**src/rtl/i2s_tx_framer.sv**
```systemverilog
// Master-mode I2S / left-justified stereo transmitter: divides mclk into bclk/lrclk
// and shifts out one sample pair per frame from a one-entry holding buffer.
module i2s_tx_framer #(
    parameter int unsigned DATA_WIDTH    = 16,
    parameter int unsigned SLOT_WIDTH    = 32,
    parameter int unsigned BCLK_DIV      = 4,
    parameter int unsigned FORMAT        = 0,
    parameter int unsigned UNDERRUN_ZERO = 1
) (
    input  logic                  mclk,
    input  logic                  reset_n,
    input  logic                  enable,
    input  logic                  s_valid,
    output logic                  s_ready,
    input  logic [DATA_WIDTH-1:0] left_chan,
    input  logic [DATA_WIDTH-1:0] right_chan,
    output logic                  bclk,
    output logic                  lrclk,
    output logic                  sdata,
    output logic                  frame_start,
    output logic                  underrun
);

    localparam int unsigned FRAME_LEN = 2 * SLOT_WIDTH;
    localparam int unsigned PW        = $clog2(FRAME_LEN);
    localparam int unsigned CW        = $clog2(BCLK_DIV);
    localparam int unsigned DLY       = (FORMAT == 0) ? 1 : 0;

    localparam logic [CW-1:0] DIV_MAX  = CW'(BCLK_DIV - 1);
    localparam logic [CW-1:0] DIV_HALF = CW'(BCLK_DIV / 2);
    localparam logic [PW-1:0] P_MAX    = PW'(FRAME_LEN - 1);
    localparam logic [PW-1:0] P_LOAD   = PW'(DLY);
    localparam logic [PW-1:0] SLOT     = PW'(SLOT_WIDTH);

    logic [CW-1:0]         div_q, div_d;
    logic [PW-1:0]         p_q, p_d;
    logic                  buf_full_q, buf_full_d;
    logic [DATA_WIDTH-1:0] buf_l_q, buf_l_d, buf_r_q, buf_r_d;
    logic [DATA_WIDTH-1:0] frame_l_q, frame_l_d, frame_r_q, frame_r_d;
    logic                  bclk_q, bclk_d, lrclk_q, lrclk_d, sdata_q, sdata_d;
    logic                  frame_start_q, frame_start_d, underrun_q, underrun_d;

    logic                  accept, tick, load;
    logic [PW-1:0]         q, k;
    logic [DATA_WIDTH-1:0] chan;
    logic [SLOT_WIDTH-1:0] slot;

    assign accept = s_valid && !buf_full_q;

    // Next-state: bit-clock divider, frame position, buffer/frame loading, output bits
    always_comb begin
        div_d         = div_q;
        p_d           = p_q;
        buf_full_d    = buf_full_q;
        buf_l_d       = buf_l_q;
        buf_r_d       = buf_r_q;
        frame_l_d     = frame_l_q;
        frame_r_d     = frame_r_q;
        bclk_d        = 1'b0;
        lrclk_d       = 1'b0;
        sdata_d       = 1'b0;
        frame_start_d = 1'b0;
        underrun_d    = 1'b0;
        tick          = 1'b0;
        load          = 1'b0;
        q             = '0;
        k             = '0;
        chan          = '0;
        slot          = '0;

        if (accept) begin
            buf_full_d = 1'b1;
            buf_l_d    = left_chan;
            buf_r_d    = right_chan;
        end

        if (!enable) begin
            div_d     = DIV_MAX;
            p_d       = P_MAX;
            frame_l_d = '0;
            frame_r_d = '0;
        end else begin
            tick = (div_q == DIV_MAX);
            if (tick) begin
                div_d = '0;
                p_d   = (p_q == P_MAX) ? '0 : p_q + PW'(1);
            end else begin
                div_d = div_q + CW'(1);
            end

            // Frame latches when the bit about to go out is the left MSB
            load = tick && (p_d == P_LOAD);
            if (load) begin
                frame_start_d = 1'b1;
                if (buf_full_q) begin
                    frame_l_d  = buf_l_q;
                    frame_r_d  = buf_r_q;
                    buf_full_d = 1'b0;
                end else if (accept) begin
                    frame_l_d  = left_chan;
                    frame_r_d  = right_chan;
                    buf_full_d = 1'b0;
                end else begin
                    underrun_d = 1'b1;
                    if (UNDERRUN_ZERO != 0) begin
                        frame_l_d = '0;
                        frame_r_d = '0;
                    end
                end
            end

            bclk_d  = (div_d >= DIV_HALF);
            lrclk_d = (p_d >= SLOT);

            if ((DLY != 0) && (p_d == '0)) begin
                q = P_MAX;
            end else begin
                q = p_d - P_LOAD;
            end
            if (q >= SLOT) begin
                k    = q - SLOT;
                chan = frame_r_d;
            end else begin
                k    = q;
                chan = frame_l_d;
            end

            // MSB-align the sample in the slot; shifting past it yields zero padding
            slot    = SLOT_WIDTH'(chan) << (SLOT_WIDTH - DATA_WIDTH);
            slot    = slot << k;
            sdata_d = slot[SLOT_WIDTH-1];
        end
    end

    always_ff @(posedge mclk or negedge reset_n) begin
        if (!reset_n) begin
            div_q         <= DIV_MAX;
            p_q           <= P_MAX;
            buf_full_q    <= 1'b0;
            buf_l_q       <= '0;
            buf_r_q       <= '0;
            frame_l_q     <= '0;
            frame_r_q     <= '0;
            bclk_q        <= 1'b0;
            lrclk_q       <= 1'b0;
            sdata_q       <= 1'b0;
            frame_start_q <= 1'b0;
            underrun_q    <= 1'b0;
        end else begin
            div_q         <= div_d;
            p_q           <= p_d;
            buf_full_q    <= buf_full_d;
            buf_l_q       <= buf_l_d;
            buf_r_q       <= buf_r_d;
            frame_l_q     <= frame_l_d;
            frame_r_q     <= frame_r_d;
            bclk_q        <= bclk_d;
            lrclk_q       <= lrclk_d;
            sdata_q       <= sdata_d;
            frame_start_q <= frame_start_d;
            underrun_q    <= underrun_d;
        end
    end

    assign s_ready     = !buf_full_q;
    assign bclk        = bclk_q;
    assign lrclk       = lrclk_q;
    assign sdata       = sdata_q;
    assign frame_start = frame_start_q;
    assign underrun    = underrun_q;

endmodule

```
**config.mk**
```make
export PLATFORM = sky130hd
export DESIGN_NAME = i2s_tx_framer
export DESIGN_NICKNAME = d
export VERILOG_FILES = /design/src/rtl/i2s_tx_framer.sv
export SDC_FILE = /design/constraint.sdc
export NUM_CORES = 1
export LEC_CHECK = 0
export BUFFER_PORTS_ARGS = -buffer_cell sky130_fd_sc_hd__buf_2
export CELL_PAD_IN_SITES_DETAIL_PLACEMENT = 0
export CELL_PAD_IN_SITES_GLOBAL_PLACEMENT = 1
export CORE_MARGIN = 4
export CORE_UTILIZATION = 43
export DETAILED_ROUTE_END_ITERATION = 6
export GPL_TIMING_DRIVEN = 0
export PLACE_DENSITY = 0.81
export SLEW_MARGIN = 0
export SYNTH_ARGS = -nofsm -noshare
export SYNTH_HDL_FRONTEND = slang
export SYNTH_SLANG_ARGS = --single-unit
```
**constraint.sdc**
```tcl
create_clock -name mclk -period 3.3 [get_ports mclk]
set_input_delay 0.495 -clock mclk [delete_from_list [all_inputs] [get_ports mclk]]
set_output_delay 0.495 -clock mclk [all_outputs]
set_load 0.02 [all_outputs]
```
# Word-level counts from Yosys, hierarchy flattened
# Cells that the tools add are included.
# op_classes
n_addsub	4
shifts	1
reduce_logical	4
n_eq_ne	3
n_mux	35
n_lt_le_gt_ge	3
# op_table
op	n
2-to-1 mux 16 bit	10
2-to-1 mux 6 bit	8
left shift 32 x 6 -> 32 bit	1
2-to-1 mux 1 bit	14
greater-or-equal comparator 6 bit, second input constant	2
adder 6 x 1 -> 6 bit, second input constant	1
equality test 6 x 1 -> 1 bit, second input constant	1
equality test 6 bit, second input constant	1
logical NOT 6 bit	1
2-to-1 mux 2 bit	3
subtractor 6 x 1 -> 6 bit, second input constant	1
subtractor 6 bit, second input constant	1
adder 2 x 1 -> 2 bit, second input constant	1
equality test 2 bit, second input constant	1
greater-or-equal comparator 2 bit, second input constant	1
logical AND 1 bit	2
logical NOT 1 bit	1
# totals
input_bits	36
ff_bits	78
out_inout_bits	6

# Logic depth before layout (Yosys ltp)
# depth
ltp_word	12
depth_mapped	17
mapped_depth_nobuf	15

# Least setup slack after synthesis
# OpenSTA, ideal clock, no wires.
# synth_timing
path_type	register to register
start	register p_q[0]
end	register sdata_q (netlist: sdata)
arrival_time_ns	2.961
path_stages_with_launch	18
setup_ns	0.127
setup_slack_ns	0.212
path_cell_list	dfstp_2 > ha_1 > nand4_1 > o21ai_0 > mux2i_1 > inv_1 > ha_1 > inv_1 > o2111ai_1 > nand4_1 > o22a_1 > buf_6 > buf_8 > mux2_1 > o22ai_1 > a211oi_1 > nor3_1 > nor4_2
# synth_via
elab_chain_cells	12
# synth_lines
element	line	rtl
from (decl)	36	logic [PW-1:0] p_q, p_d;
from (signal assigned)	151	p_q <= p_d;
adder 6 x 1 -> 6 bit / equality test 6 bit (equally long branches)	86	p_d = (p_q == P_MAX) ? '0 : p_q + PW'(1);
2-to-1 mux 6 bit	86	
2-to-1 mux 6 bit *	84	if (tick) begin
2-to-1 mux 6 bit *	77	if (!enable) begin
subtractor 6 x 1 -> 6 bit / logical NOT 6 bit (equally long branches)	118, 115	
2-to-1 mux 6 bit	115	if ((DLY != 0) && (p_d == '0)) begin
2-to-1 mux 6 bit	77	
subtractor 6 bit / greater-or-equal comparator 6 bit (equally long branches)	121, 120	
2-to-1 mux 6 bit / 2-to-1 mux 16 bit (equally long branches)	120	if (q >= SLOT) begin
2-to-1 mux 6 bit / 2-to-1 mux 16 bit (equally long branches)	77	
left shift 32 x 6 -> 32 bit *	130	slot = slot << k;
2-to-1 mux 1 bit *	77	
via sdata_d	40	logic bclk_q, bclk_d, lrclk_q, lrclk_d, sdata_q, sdata_d;
to (signal assigned)	159	sdata_q <= sdata_d;
to (decl)	40	
# The timed path passes the listed nets; every way through them passes the cells marked *. The select of a mux whose other input is x is not followed.
# A chain may end at the register's enable or synchronous reset.

# Worst setup path in the final report
# layout_timing
start	register div_q[0]
end	register sdata_q (netlist: sdata)
# layout_via
elab_chain_cells	11
# layout_lines
element	line	rtl
from (decl)	35	logic [CW-1:0] div_q, div_d;
from (signal assigned)	150	div_q <= div_d;
equality test 2 bit *	83	tick = (div_q == DIV_MAX);
2-to-1 mux 6 bit	84	
2-to-1 mux 6 bit	77	
subtractor 6 x 1 -> 6 bit / logical NOT 6 bit (equally long branches)	118, 115	
2-to-1 mux 6 bit	115	
2-to-1 mux 6 bit	77	
subtractor 6 bit / greater-or-equal comparator 6 bit (equally long branches)	121, 120	
2-to-1 mux 6 bit / 2-to-1 mux 16 bit (equally long branches)	120	
2-to-1 mux 6 bit / 2-to-1 mux 16 bit (equally long branches)	77	
left shift 32 x 6 -> 32 bit *	130	
2-to-1 mux 1 bit *	77	
via sdata_d	40	
# Marks and branches as above.

==> key figures <==
CTS
  • CTS Hold Bufs: 0
  • CTS max path bufs: 2
  • Clock sink total: 78
  • Root Buffer: clkbuf_8
  • Num CTS Buffers: 9
  • Clk slew on worst S/H paths: 0.09 ns
  • H-tree levels: 3
  • CTS tree: yes
  • Worst skew pair latency: 0.36 ns

Critical path
  • CP max FO: 6
  • Family with the most delay on the worst path: compound AO/OA/AOI/OAI gates
  • Reg-to-reg startpoint: div_q[0]$_DFF_PN1_
  • R2r setup slk: 0.004 ns
  • Crit-path cells: ha_4 > buf_6 > o21ai_1 > mux2i_1 > inv_1 > buf_4 > buf_4 > buf_4 > ha_1 > nand2b_1 > o21ai_0 > and3_1 > o21ai_0 > a31oi_1 > a31o_1 > nor4_4
  • Crit path kind: flop to flop
  • Worst R2R Path Depth: 16
  • Setup crit start kind: flop
  • Most frequent CP cell: buf_4
  • Slowest Stage Delay on Critical Path: roughly 0.56 ns
  • Critical Path RT: 3.53 ns
  • CP endpoint kind: flop
  • Crit-path slowest cell: dfstp_2
  • Crit path DAT: about 3.5 ns
  • R2R Path End: sdata$_DFF_PN0_
  • CP bufs+invs: 5

Finish
  • Final instance area: 5350 µm²
  • Layout cells sized above 1: just over 30%
  • Fillcell total: 999
  • Final net count: 541
  • Synthesis-to-finish area growth: 18.8%
  • FF+latch area: 1960 µm²
  • Multi-input logic area: between 2000 and 2500 µm²
  • Antenna cells: 0
  • Non-filler cells, final: 640

Drt
  • Drt drc: 0
  • WL/cell: 19.1 µm
  • Vias after detailed routing: 3663
  • Drt via density: ~5.7
  • Pre-Repair DR Iteration Count: 5
  • Post-DRT Antenna Nets: 0
  • WL final: roughly 12000 µm
  • Number of DRC markers in iteration 0: 232

Power
  • Sequential share of power: 35.0%
  • Max VDD drop: approximately 0.00032 V
  • Power per cell area: 653 nW/µm²
  • Static Leak: 0.00251 µW
  • Comb power frac: 44.4%
  • Internal: 2210 µW
  • Clk network pwr share: 20.6%
  • Sw frac: 36.7%
  • NetSw: around 1300 µW

Place
  • Port Buffers: 40
  • Cell Area, Placed: roughly 5000 µm²
  • GP Congestion: ~0.85
  • Placed insts: 610
  • Post-DP HPWL: 8770 µm

Synthesis
  • Number of distinct library cells after synthesis: 62
  • Top_reg_cell synth: dfrtp_1
  • Count of flip-flops with a built-in enable after synthesis: 0
  • Synthesized Nets: about 470
  • FF+latch count, synth: 78
  • Mapped Area: roughly 4500 µm²
  • Ys Warns: 0
  • Syn avg cell area: a little over 10 µm²
  • Post-Synthesis Cells: 433
  • Post-synthesis sequential area ratio: around 44%
  • Post-synth ARST share: 100%

Floorplanning
  • Die Ht: between 100 and 150 µm
  • # rows: 37
  • Die footprint: 12200 µm²
  • Starting density of the core: 43.8%
  • Io pins: 42
  • Core area: just over 10000 µm²
  • Die X: around 110 µm

Hold path
  • Worst min path class: primary input to asynchronous set/reset pin

Global routing
  • Pin count of the biggest net entering global routing: 60
  • Initial antenna violation count: 0
  • Vias in the first global route: between 3000 and 4000
  • GRT Util Overall: a little over a fifth
  • GRT overflow: 0
  • First-pass GRT wire length: about 20000 µm

STA
  • Final hold violations: 0
  • Final setup vio count: 0
  • Tmin final: 3.30 ns
  • Post-route setup TNS: 0 ns
  • Final worst path period share: 99.9%
  • Layout Skew: approximately 0.012 ns
  • Fmax: 303 MHz
  • RSZ-0062 raised after global routing: yes
  • Final Max Slew Viols: 0
  • Worst-Margin Slew: ~0.68 ns
  • Slew HR: 54.6%

Outcome
  • Outcome: finished clean

Flow run
  • Max-cap violation count: 0
## logic make-up after synthesis
| logic type | count (synthesis) | share of synthesized area (%) |
|---|---|---|
| AND/OR/NAND/NOR | 128 | 14.4 |
| XOR/XNOR | 4 | 0.779 |
| adder cells (fa/ha/maj) | 5 | 1.39 |
| buffers and inverters | 43 | 4.64 |
| multiplexers | 61 | 14.7 |
| AO/OA/AOI/OAI | 114 | 20.4 |
| flip-flops | 78 | 43.6 |
## layout by cell type (no fill, tap or decap), drive strengths merged, types with 6 or more instances in the layout
master	instances
nand2b	6
inv	7
clkbuf	29
mux2	39
buf	74
nor3	7
nor2	17
o211a	20
a21oi	9
nand2	54
dfstp	8
a22oi	23
a22o	10
and3	6
mux2i	22
nor2b	7
dfrtp	70
and2	8
o21ai	13
## synthesized netlist by cell type (3+ instances only)
cell type	instances	area (µm²)
dfrtp_1	70	1750
nand2_1	53	199
mux2_2	33	372
a22oi_1	23	173
mux2i_1	22	220
clkbuf_1	21	78.8
o211a_1	20	200
nor2_1	17	63.8
o21ai_0	12	60.1
a22o_1	10	87.6
a21oi_1	9	45.0
dfstp_2	8	210
and2_1	7	43.8
nor2b_1	7	43.8
nor3_1	7	35.0
and3_1	6	37.5
inv_1	6	22.5
nand2b_1	6	37.5
buf_1	5	18.8
buf_2	5	25.0
ha_1	5	62.6
mux2_1	5	56.3
o22ai_1	5	31.3
a21boi_0	4	30.0
nand3_1	4	20.0
nor3b_1	4	30.0
xnor2_1	4	35.0
a221oi_1	3	26.3
buf_6	3	33.8
nand3b_1	3	22.5
nand4_1	3	18.8
o211ai_1	3	22.5
## metal layers
layer / wire length (µm) / vias up / global-route usage [%]
li1: - / 1731 / -
met1: 5690 / 1832 / 29.7
met2: 5880 / 79 / 35.3
met3: 393 / 21 / 4.08
met4: 261 / 0 / 6.60
met5: 0 / - / 0
## power groups by stage
stage	registers (µW)	logic, µW	clock network [µW]
after floorplan	1210	1020	0
after CTS	1220	1500	726
final	1220	1550	718
after detailed placement	1220	1350	0
after global routing	1240	1700	779
after global placement	1220	1330	0
## worst max-delay path by stage
stage / start / to / slack (ns) / cells past startpoint
2_1_floorplan: p_q[0]$_DFF_PN1_ / sdata$_DFF_PN0_ / 0.21 / 17
3_3_place_gp: div_q[0]$_DFF_PN1_ / sdata$_DFF_PN0_ / -0.62 / 17
3_5_place_dp: div_q[0]$_DFF_PN1_ / sdata$_DFF_PN0_ / -0.61 / 17
4_1_cts: p_q[1]$_DFF_PN1_ / sdata$_DFF_PN0_ / -0.0005 / 16
5_1_grt: div_q[0]$_DFF_PN1_ / sdata$_DFF_PN0_ / -0.20 / 16
6_report: div_q[0]$_DFF_PN1_ / sdata$_DFF_PN0_ / 0.004 / 16
## state kept, by name, indices dropped and copies added (netlist names), 2 cells and up
name,count
buf_l_q,16
p_q,6
frame_r_q,16
div_q,2
buf_r_q,16
frame_l_q,16
## repair_timing
action / 4_1_cts / 5_1_grt
resized for setup: 26 / 15
setup buffers: 14 / 3
endpoints found under the hold margin: 0 / 0
endpoints found under the setup margin: 22 / 21
pin swaps: 13 / 5
## metrics by stage
stage                     setup WS, ns  power [µW]  hold slack [ns]  util (%)
after floorplan                  0.212        2230            0.199         -
after global placement          -0.620        2550            0.490      47.4
after detailed placement        -0.609        2570            0.401      47.7
after CTS                    -0.000490        3440          0.00960      51.5
after global routing            -0.197        3720           0.0124      52.0
final                          0.00409        3490           0.0141      52.0
## final cells by class
| type | instances | share of cell area, % |
|---|---|---|
| buffer | 35 | 3.60 |
| clock buffer | 10 | 2.39 |
| clock inverter | 5 | 1.10 |
| inverter | 6 | 0.468 |
| multi-input combinational | 312 | 45.8 |
| sequential | 78 | 36.7 |
| tap | 136 | 3.18 |
| timing repair buffer | 58 | 6.76 |
(Power assumes the default switching activity.)
